**src/rtl/axis_bram_stream_reader_if.sv**
```systemverilog
// AXI4-Stream master bundle for the ring-buffer reader.
// Valid/ready: a word transfers on a cycle where tvalid && tready; once tvalid rises, tdata/tlast/tvalid hold until that transfer.
interface axis_bram_stream_reader_if #(
  parameter int DATA_W = 32
);
  logic [DATA_W-1:0] tdata;
  logic              tvalid;
  logic              tlast;
  logic              tready;

  modport master (output tdata, output tvalid, output tlast, input tready);
  modport slave  (input tdata, input tvalid, input tlast, output tready);
endinterface

```
**src/rtl/axis_bram_stream_reader.sv**
```systemverilog
// Drains a BRAM ring buffer via port B into an AXI4-Stream with per-block tlast and a sticky overrun flag.
// Optional fill monitor outputs (fill_level, fill_max) under AXIS_BRAM_STREAM_READER_FILL_MON_EN.
module axis_bram_stream_reader #(
  parameter int ADDR_W    = 14,
  parameter int DATA_W    = 32,
  parameter int RD_LAT    = 1,
  parameter int BLOCK_LEN = 256
) (
  input  logic                   a_clk,
  input  logic                   reset,
  input  logic                   restart,
  input  logic                   resync,
  input  logic [ADDR_W-1:0]      wr_addr,
  input  logic                   wr_lap,
  output logic                   BRAM_PORTB_clk,
  output logic [ADDR_W-1:0]      BRAM_PORTB_addr,
  output logic                   BRAM_PORTB_en,
  input  logic [DATA_W-1:0]      BRAM_PORTB_dout,
  axis_bram_stream_reader_if.master M_AXIS,
  output logic                   overrun,
  output logic [31:0]            words_read,
`ifdef AXIS_BRAM_STREAM_READER_FILL_MON_EN
  output logic [ADDR_W:0]        fill_level,
  output logic [ADDR_W:0]        fill_max,
`endif
  output logic [1:0]             o_dbg_state
);

  localparam int BLK_W = (BLOCK_LEN > 1) ? $clog2(BLOCK_LEN) : 1;
  localparam logic [BLK_W-1:0]  BLK_LAST   = BLK_W'(BLOCK_LEN - 1);
  localparam logic [ADDR_W:0]   FILL_DEPTH = {1'b1, {ADDR_W{1'b0}}};

  typedef enum logic [1:0] {
    ST_RUN   = 2'd0,
    ST_OVR   = 2'd1,
    ST_FLUSH = 2'd2
  } state_t;

  state_t              r_state, w_state_nx;
  logic [ADDR_W-1:0]   r_rd_addr;
  logic                r_rd_lap;
  logic [ADDR_W:0]     r_fill;
  logic [ADDR_W:0]     w_wr_ptr, w_rd_ptr_nx;
  logic [RD_LAT-1:0]   r_inflight;
  logic [2:0]          w_inflight_cnt;
  logic [DATA_W-1:0]   r_fifo [4];
  logic [1:0]          r_wp, r_rp;
  logic [2:0]          r_count;
  logic [BLK_W-1:0]    r_blk_cnt;
  logic [31:0]         r_words_read;
  logic                w_flush, w_issue, w_push, w_pop, w_tvalid;

  assign w_flush  = restart | resync;
  assign w_wr_ptr = {wr_lap, wr_addr};
  assign w_tvalid = (r_count != 3'd0) && (r_state != ST_FLUSH);
  assign w_pop    = w_tvalid && M_AXIS.tready;
  assign w_push   = r_inflight[RD_LAT-1] && !w_flush;

  always_comb begin
    w_inflight_cnt = 3'd0;
    for (int i = 0; i < RD_LAT; i++) w_inflight_cnt = w_inflight_cnt + {2'b00, r_inflight[i]};
  end

  // A stale fill above the ring depth means data is already overwritten; never fetch it.
  assign w_issue = (r_state == ST_RUN) && !w_flush && (r_fill != '0) &&
                   (r_fill <= FILL_DEPTH) && ((r_count + w_inflight_cnt) < 3'd4);

  // Fill is registered against the post-issue pointer so it never lags our own reads.
  always_comb begin
    w_rd_ptr_nx = {r_rd_lap, r_rd_addr};
    if (restart)      w_rd_ptr_nx = '0;
    else if (resync)  w_rd_ptr_nx = w_wr_ptr;
    else if (w_issue) w_rd_ptr_nx = {r_rd_lap, r_rd_addr} + 1'b1;
  end

  always_comb begin
    w_state_nx = r_state;
    if (w_flush) begin
      w_state_nx = ST_FLUSH;
    end else begin
      case (r_state)
        ST_RUN:   if (r_fill > FILL_DEPTH) w_state_nx = ST_OVR;
        ST_OVR:   w_state_nx = ST_OVR;
        ST_FLUSH: w_state_nx = ST_RUN;
        default:  w_state_nx = ST_RUN;
      endcase
    end
  end

  always_ff @(posedge a_clk or posedge reset) begin
    if (reset) begin
      r_state      <= ST_RUN;
      r_rd_addr    <= '0;
      r_rd_lap     <= 1'b0;
      r_fill       <= '0;
      r_inflight   <= '0;
      r_wp         <= 2'd0;
      r_rp         <= 2'd0;
      r_count      <= 3'd0;
      r_blk_cnt    <= '0;
      r_words_read <= '0;
    end else begin
      r_state               <= w_state_nx;
      {r_rd_lap, r_rd_addr} <= w_rd_ptr_nx;
      r_fill                <= w_wr_ptr - w_rd_ptr_nx;
      if (w_flush) begin
        r_inflight <= '0;
        r_wp       <= 2'd0;
        r_rp       <= 2'd0;
        r_count    <= 3'd0;
      end else begin
        r_inflight[0] <= w_issue;
        for (int i = 1; i < RD_LAT; i++) r_inflight[i] <= r_inflight[i-1];
        if (w_push) r_wp <= r_wp + 2'd1;
        if (w_pop)  r_rp <= r_rp + 2'd1;
        r_count <= r_count + {2'b00, w_push} - {2'b00, w_pop};
      end
      // A transfer coinciding with restart/resync still counts before the flush.
      if (w_pop) r_words_read <= r_words_read + 32'd1;
      if (restart)    r_blk_cnt <= '0;
      else if (w_pop) r_blk_cnt <= (r_blk_cnt == BLK_LAST) ? '0 : r_blk_cnt + 1'b1;
    end
  end

  always_ff @(posedge a_clk) begin
    if (w_push) r_fifo[r_wp] <= BRAM_PORTB_dout;
  end

`ifdef AXIS_BRAM_STREAM_READER_FILL_MON_EN
  logic [ADDR_W:0] r_fill_max;
  always_ff @(posedge a_clk or posedge reset) begin
    if (reset)                   r_fill_max <= '0;
    else if (restart)            r_fill_max <= '0;
    else if (r_fill > r_fill_max) r_fill_max <= r_fill;
  end
  assign fill_level = r_fill;
  assign fill_max   = r_fill_max;
`endif

  assign BRAM_PORTB_clk  = a_clk;
  assign BRAM_PORTB_addr = r_rd_addr;
  assign BRAM_PORTB_en   = w_issue;
  assign M_AXIS.tdata    = r_fifo[r_rp];
  assign M_AXIS.tvalid   = w_tvalid;
  assign M_AXIS.tlast    = w_tvalid && (r_blk_cnt == BLK_LAST);
  assign overrun         = (r_state == ST_OVR);
  assign words_read      = r_words_read;
  assign o_dbg_state     = r_state;

endmodule

```
**src/flat_wrapper.sv**
```systemverilog
// flat-port wrapper written by rule: the top's interface ports become plain ports
module axis_bram_stream_reader_flat 
#(
  parameter int ADDR_W    = 14,
  parameter int DATA_W    = 32,
  parameter int RD_LAT    = 1,
  parameter int BLOCK_LEN = 256
)
  (a_clk, reset, restart, resync, wr_addr, wr_lap, BRAM_PORTB_clk, BRAM_PORTB_addr, BRAM_PORTB_en, BRAM_PORTB_dout, overrun, words_read, o_dbg_state, M_AXIS_tdata, M_AXIS_tvalid, M_AXIS_tlast, M_AXIS_tready);
  axis_bram_stream_reader_if #(.DATA_W(DATA_W)) M_AXIS_i ();
  input  logic a_clk;
  input  logic reset;
  input  logic restart;
  input  logic resync;
  input  logic [ADDR_W-1:0] wr_addr;
  input  logic wr_lap;
  output logic BRAM_PORTB_clk;
  output logic [ADDR_W-1:0] BRAM_PORTB_addr;
  output logic BRAM_PORTB_en;
  input  logic [DATA_W-1:0] BRAM_PORTB_dout;
  output logic overrun;
  output logic [31:0] words_read;
  output logic [1:0] o_dbg_state;
  output wire logic [$bits(M_AXIS_i.tdata)-1:0] M_AXIS_tdata;
  output wire logic [$bits(M_AXIS_i.tvalid)-1:0] M_AXIS_tvalid;
  output wire logic [$bits(M_AXIS_i.tlast)-1:0] M_AXIS_tlast;
  input wire logic [$bits(M_AXIS_i.tready)-1:0] M_AXIS_tready;
  assign M_AXIS_tdata = M_AXIS_i.tdata;
  assign M_AXIS_tvalid = M_AXIS_i.tvalid;
  assign M_AXIS_tlast = M_AXIS_i.tlast;
  assign M_AXIS_i.tready = M_AXIS_tready;
  axis_bram_stream_reader #(.ADDR_W(ADDR_W), .DATA_W(DATA_W), .RD_LAT(RD_LAT), .BLOCK_LEN(BLOCK_LEN)) u_core (.a_clk(a_clk), .reset(reset), .restart(restart), .resync(resync), .wr_addr(wr_addr), .wr_lap(wr_lap), .BRAM_PORTB_clk(BRAM_PORTB_clk), .BRAM_PORTB_addr(BRAM_PORTB_addr), .BRAM_PORTB_en(BRAM_PORTB_en), .BRAM_PORTB_dout(BRAM_PORTB_dout), .M_AXIS(M_AXIS_i), .overrun(overrun), .words_read(words_read), .o_dbg_state(o_dbg_state));
endmodule
```
**config.mk**
```make
export PLATFORM = sky130hd
export DESIGN_NAME = axis_bram_stream_reader_flat
export DESIGN_NICKNAME = d
export VERILOG_FILES = /design/src/rtl/axis_bram_stream_reader_if.sv /design/src/rtl/axis_bram_stream_reader.sv /design/src/flat_wrapper.sv
export SDC_FILE = /design/constraint.sdc
export NUM_CORES = 1
export LEC_CHECK = 0
export ABC_AREA = 1
export ABC_CLOCK_PERIOD_IN_PS = 5400
export CAP_MARGIN = 20
export CORE_UTILIZATION = 60
export CTS_BUF_LIST = sky130_fd_sc_hd__clkbuf_4 sky130_fd_sc_hd__clkbuf_8
export DETAILED_ROUTE_END_ITERATION = 8
export DONT_BUFFER_PORTS = 1
export GPL_TIMING_DRIVEN = 0
export PLACE_DENSITY_LB_ADDON = 0.25
export SYNTH_ARGS = -nofsm -noshare
export SYNTH_HDL_FRONTEND = slang
export SYNTH_SLANG_ARGS = --single-unit
```
**constraint.sdc**
```tcl
create_clock -name a_clk -period 5.4 [get_ports a_clk]
set_input_delay 0.81 -clock a_clk [delete_from_list [all_inputs] [get_ports a_clk]]
set_output_delay 0.81 -clock a_clk [all_outputs]
set_load 0.01 [all_outputs]
```
==> results.json <==
{
  "summed_negative_setup_slack_over_all_endpoints_ps": 0,
  "die_height_um": 127.7,
  "number_of_maximum_capacitance_violations": 0,
  "library_cell_with_the_highest_instance_count_after_synthesis": "sky130_fd_sc_hd__nand2_1",
  "via_count_of_the_first_global_routing_pass": 6422,
  "yosys_warnings": 0,
  "synth.distinct_cells": 40,
  "synth_ff_type": "sky130_fd_sc_hd__edfxtp_1",
  "critical_path_data_required_time_ps": 4590,
  "timing.critical_path.to_type": "output pin",
  "core_area_um2": 15310,
  "fp-row-count": 45,
  "ys_seq_elements": 208,
  "hold_path_class": "input port to asynchronous set/reset pin",
  "post_synth.cell_area_avg_um2": 10.47,
  "timing.critical_path.to": "BRAM_PORTB_clk",
  "clkTransAtPathRegs_ps": 50,
  "leakage_power_total_uw": 0.004364,
  "starting_utilization_of_the_core_area_pct": 61.90,
  "first_iter_violations": 438,
  "cts_tree": "built",
  "drc": 0,
  "routed-via-count": 6527,
  "synth_top_area_cell": "sky130_fd_sc_hd__edfxtp_1",
  "floorplan.die_area_um2": 16300,
  "wire_length_of_the_first_global_routing_pass_mm": 31.86,
  "worst_setup_startpoint": "a_clk",
  "worst_clock_skew_ps": 18.53,
  "detailed_place.area_um2": 9913,
  "synthTopCellsByCount": "sky130_fd_sc_hd__nand2_1, sky130_fd_sc_hd__nor2_1, sky130_fd_sc_hd__edfxtp_1, sky130_fd_sc_hd__o21ai_0, sky130_fd_sc_hd__inv_1",
  "place_congestion": 0.8943,
  "wl_per_cell_um": 16.75,
  "detailedPlacementHpwl_mm": 13.32,
  "die_x_um": 127.7,
  "drt-vias-per-instance": 5.494,
  "antenna_cell_count": 0,
  "design.final.nets": 1027,
  "worstRegToRegCells": 18,
  "start_kind": "clock port",
  "synth_async_sr_flop_share_pct": 38.46,
  "power_density_nw_per_um2": 325.0,
  "rrSetupSlack_ps": 2000,
  "dpl.cell_count": 1121,
  "drt_pre_antenna_iters": 5,
  "grt_antenna_before_repair": 0,
  "number_of_buffers_added_to_fix_hold_violations_after_cts": 0,
  "grt_util_all_layers_pct": 25.68,
  "timing_worst_slew_pin_value_ps": 578.9,
  "worst_ir_drop_vdd_mv": 0.2744,
  "global_route.overflow_total": 0,
  "nFillCells": 1168,
  "rsz_0062_raised_after_global_routing": "false",
  "outcome": "complete, no violations",
  "grt_start_max_net_pins": 46,
  "hold_viol": 0,
  "worst-endpoint-arrival_ps": 3060,
  "finalWirelength_mm": 19.90,
  "layout.cell_area.non_filler_um2": 10690,
  "clkLatencyLatePin_ps": 620,
  "post_route_core_utilization_pct": 69.81,
  "fin_hold_ws_ps": 94.97,
  "register_area_um2": 5846,
  "slew_headroom_pct": 61.31,
  "timing.rr.start": "u_core.r_fill[3]",
  "timing.critical_path.fanout_max": 2,
  "final_layout_size_suffix_gt1_share_pct": 9.724,
  "worst-setup-path-type": "clock port to output pin",
  "report.final.slew_viol_count": 0,
  "capturing_point_of_the_worst_reg2reg_path": "u_core.r_fill[12]",
  "route.antenna.remaining_nets": 0,
  "combined_area_of_the_multi_input_logic_cells_um2": 3228,
  "number_of_non_filler_instances_in_the_completed_layout": 1188,
  "synth_top_cells_by_area": "sky130_fd_sc_hd__edfxtp_1, sky130_fd_sc_hd__dfrtp_1, sky130_fd_sc_hd__nand2_1",
  "number_of_buffers_added_on_ports": 0,
  "top_level_ports": 137,
  "synth_area_um2": 9479,
  "post_synth_edffs": 128,
  "synthesis.instances": 905,
  "postCtsSetupBuffers": 0,
  "synthesized_net_count": 982,
  "setup_viol": 0,
  "area_delta_synth_final_pct": 12.79,
  "synth-seq-area-share_pct": 61.67,
  "synth.top_cell.area_share_pct": 40.55,
  "cts_resized": 0
}
-- cell usage in the layout (no fill, tap or decap), drive strengths merged, types with 14 or more instances in the layout --
master	synthesis	layout
xor2	41	41
ha	23	23
xnor2	14	14
nor3	20	20
o21ai	87	87
edfxtp	128	128
clkbuf	24	70
dfrtp	80	80
clkinv	0	16
nand2	140	140
o22ai	33	33
a21oi	21	21
nand3	36	36
nor2	136	136
inv	85	86
-- worst min path at each step --
stage	end	startpoint	slack, ps	depth (start not counted)
after floorplan	u_core.r_blk_cnt[1]	u_core.r_blk_cnt[1]	470	2
after global placement	u_core.r_blk_cnt[1]	u_core.r_blk_cnt[1]	490	2
after detailed placement	u_core.r_blk_cnt[1]	u_core.r_blk_cnt[1]	500	2
after CTS	u_core.r_blk_cnt[3]	reset	80	1
after global routing	u_core.words_read[28]	reset	90	1
final	u_core.r_blk_cnt[6]	reset	90	1
-- per-stage QoR --
step | total power, uW | setup slack, ps
floorplan | 1950 | 1771
global placement | 1987 | 1024
detailed placement | 1996 | 1722
CTS | 3501 | 1527
global route | 3611 | 1524
finish | 3475 | 1531
-- cell families after synthesis --
kind of cell / synth area share (%)
XOR/XNOR: 5.161
buffers and inverters: 4.593
adder cells (fa/ha/maj): 3.458
AND/OR/NAND/NOR: 16.12
AO/OA/AOI/OAI: 9.002
flip-flops: 61.67
-- critical path, cell delays in order --
cell and delay (ps):
sky130_fd_sc_hd__clkbuf_8 110, sky130_fd_sc_hd__clkbuf_8 120, sky130_fd_sc_hd__buf_4 130
-- state kept, by name, summed over array words and instances (netlist names) --
signal,cells
u_core.r_blk_cnt,8
u_core.r_count,3
u_core.BRAM_PORTB_addr,14
u_core.r_fifo,128
u_core.r_wp,2
u_core.words_read,32
u_core.r_rd_lap,1
u_core.r_fill,15
u_core.o_dbg_state,2
u_core.r_inflight,1
u_core.r_rp,2
-- report_power, final --
part | internal, uW | leakage, uW | total [uW] | switching (uW)
logic | 66.2 | 0.00179 | 182 | 116
clock network | 891 | 0.000413 | 1520 | 634
registers | 1740 | 0.00216 | 1770 | 33.4
total | 2690 | 0.00436 | 3480 | 783
-- final cells by class --
type,count,area share [%]
flip-flops and latches,208,54.68
multi-input cells,584,30.19
clock buffers,46,5.629
inverters,85,3.008
well taps,211,2.469
clock inverters,21,1.650
repair buffers,5,1.287
plain buffers,28,1.088
-- routing by layer --
layer | vias up | track usage, % | wire length, um
met1 | 3121 | 32.91 | 8587
met4 | 0 | 10.93 | 479
met3 | 40 | 7.596 | 1339
met2 | 185 | 41.08 | 9497
met5 | - | 0 | 0
li1 | 3181 | - | -
Power figures use the tool's default switching activity.
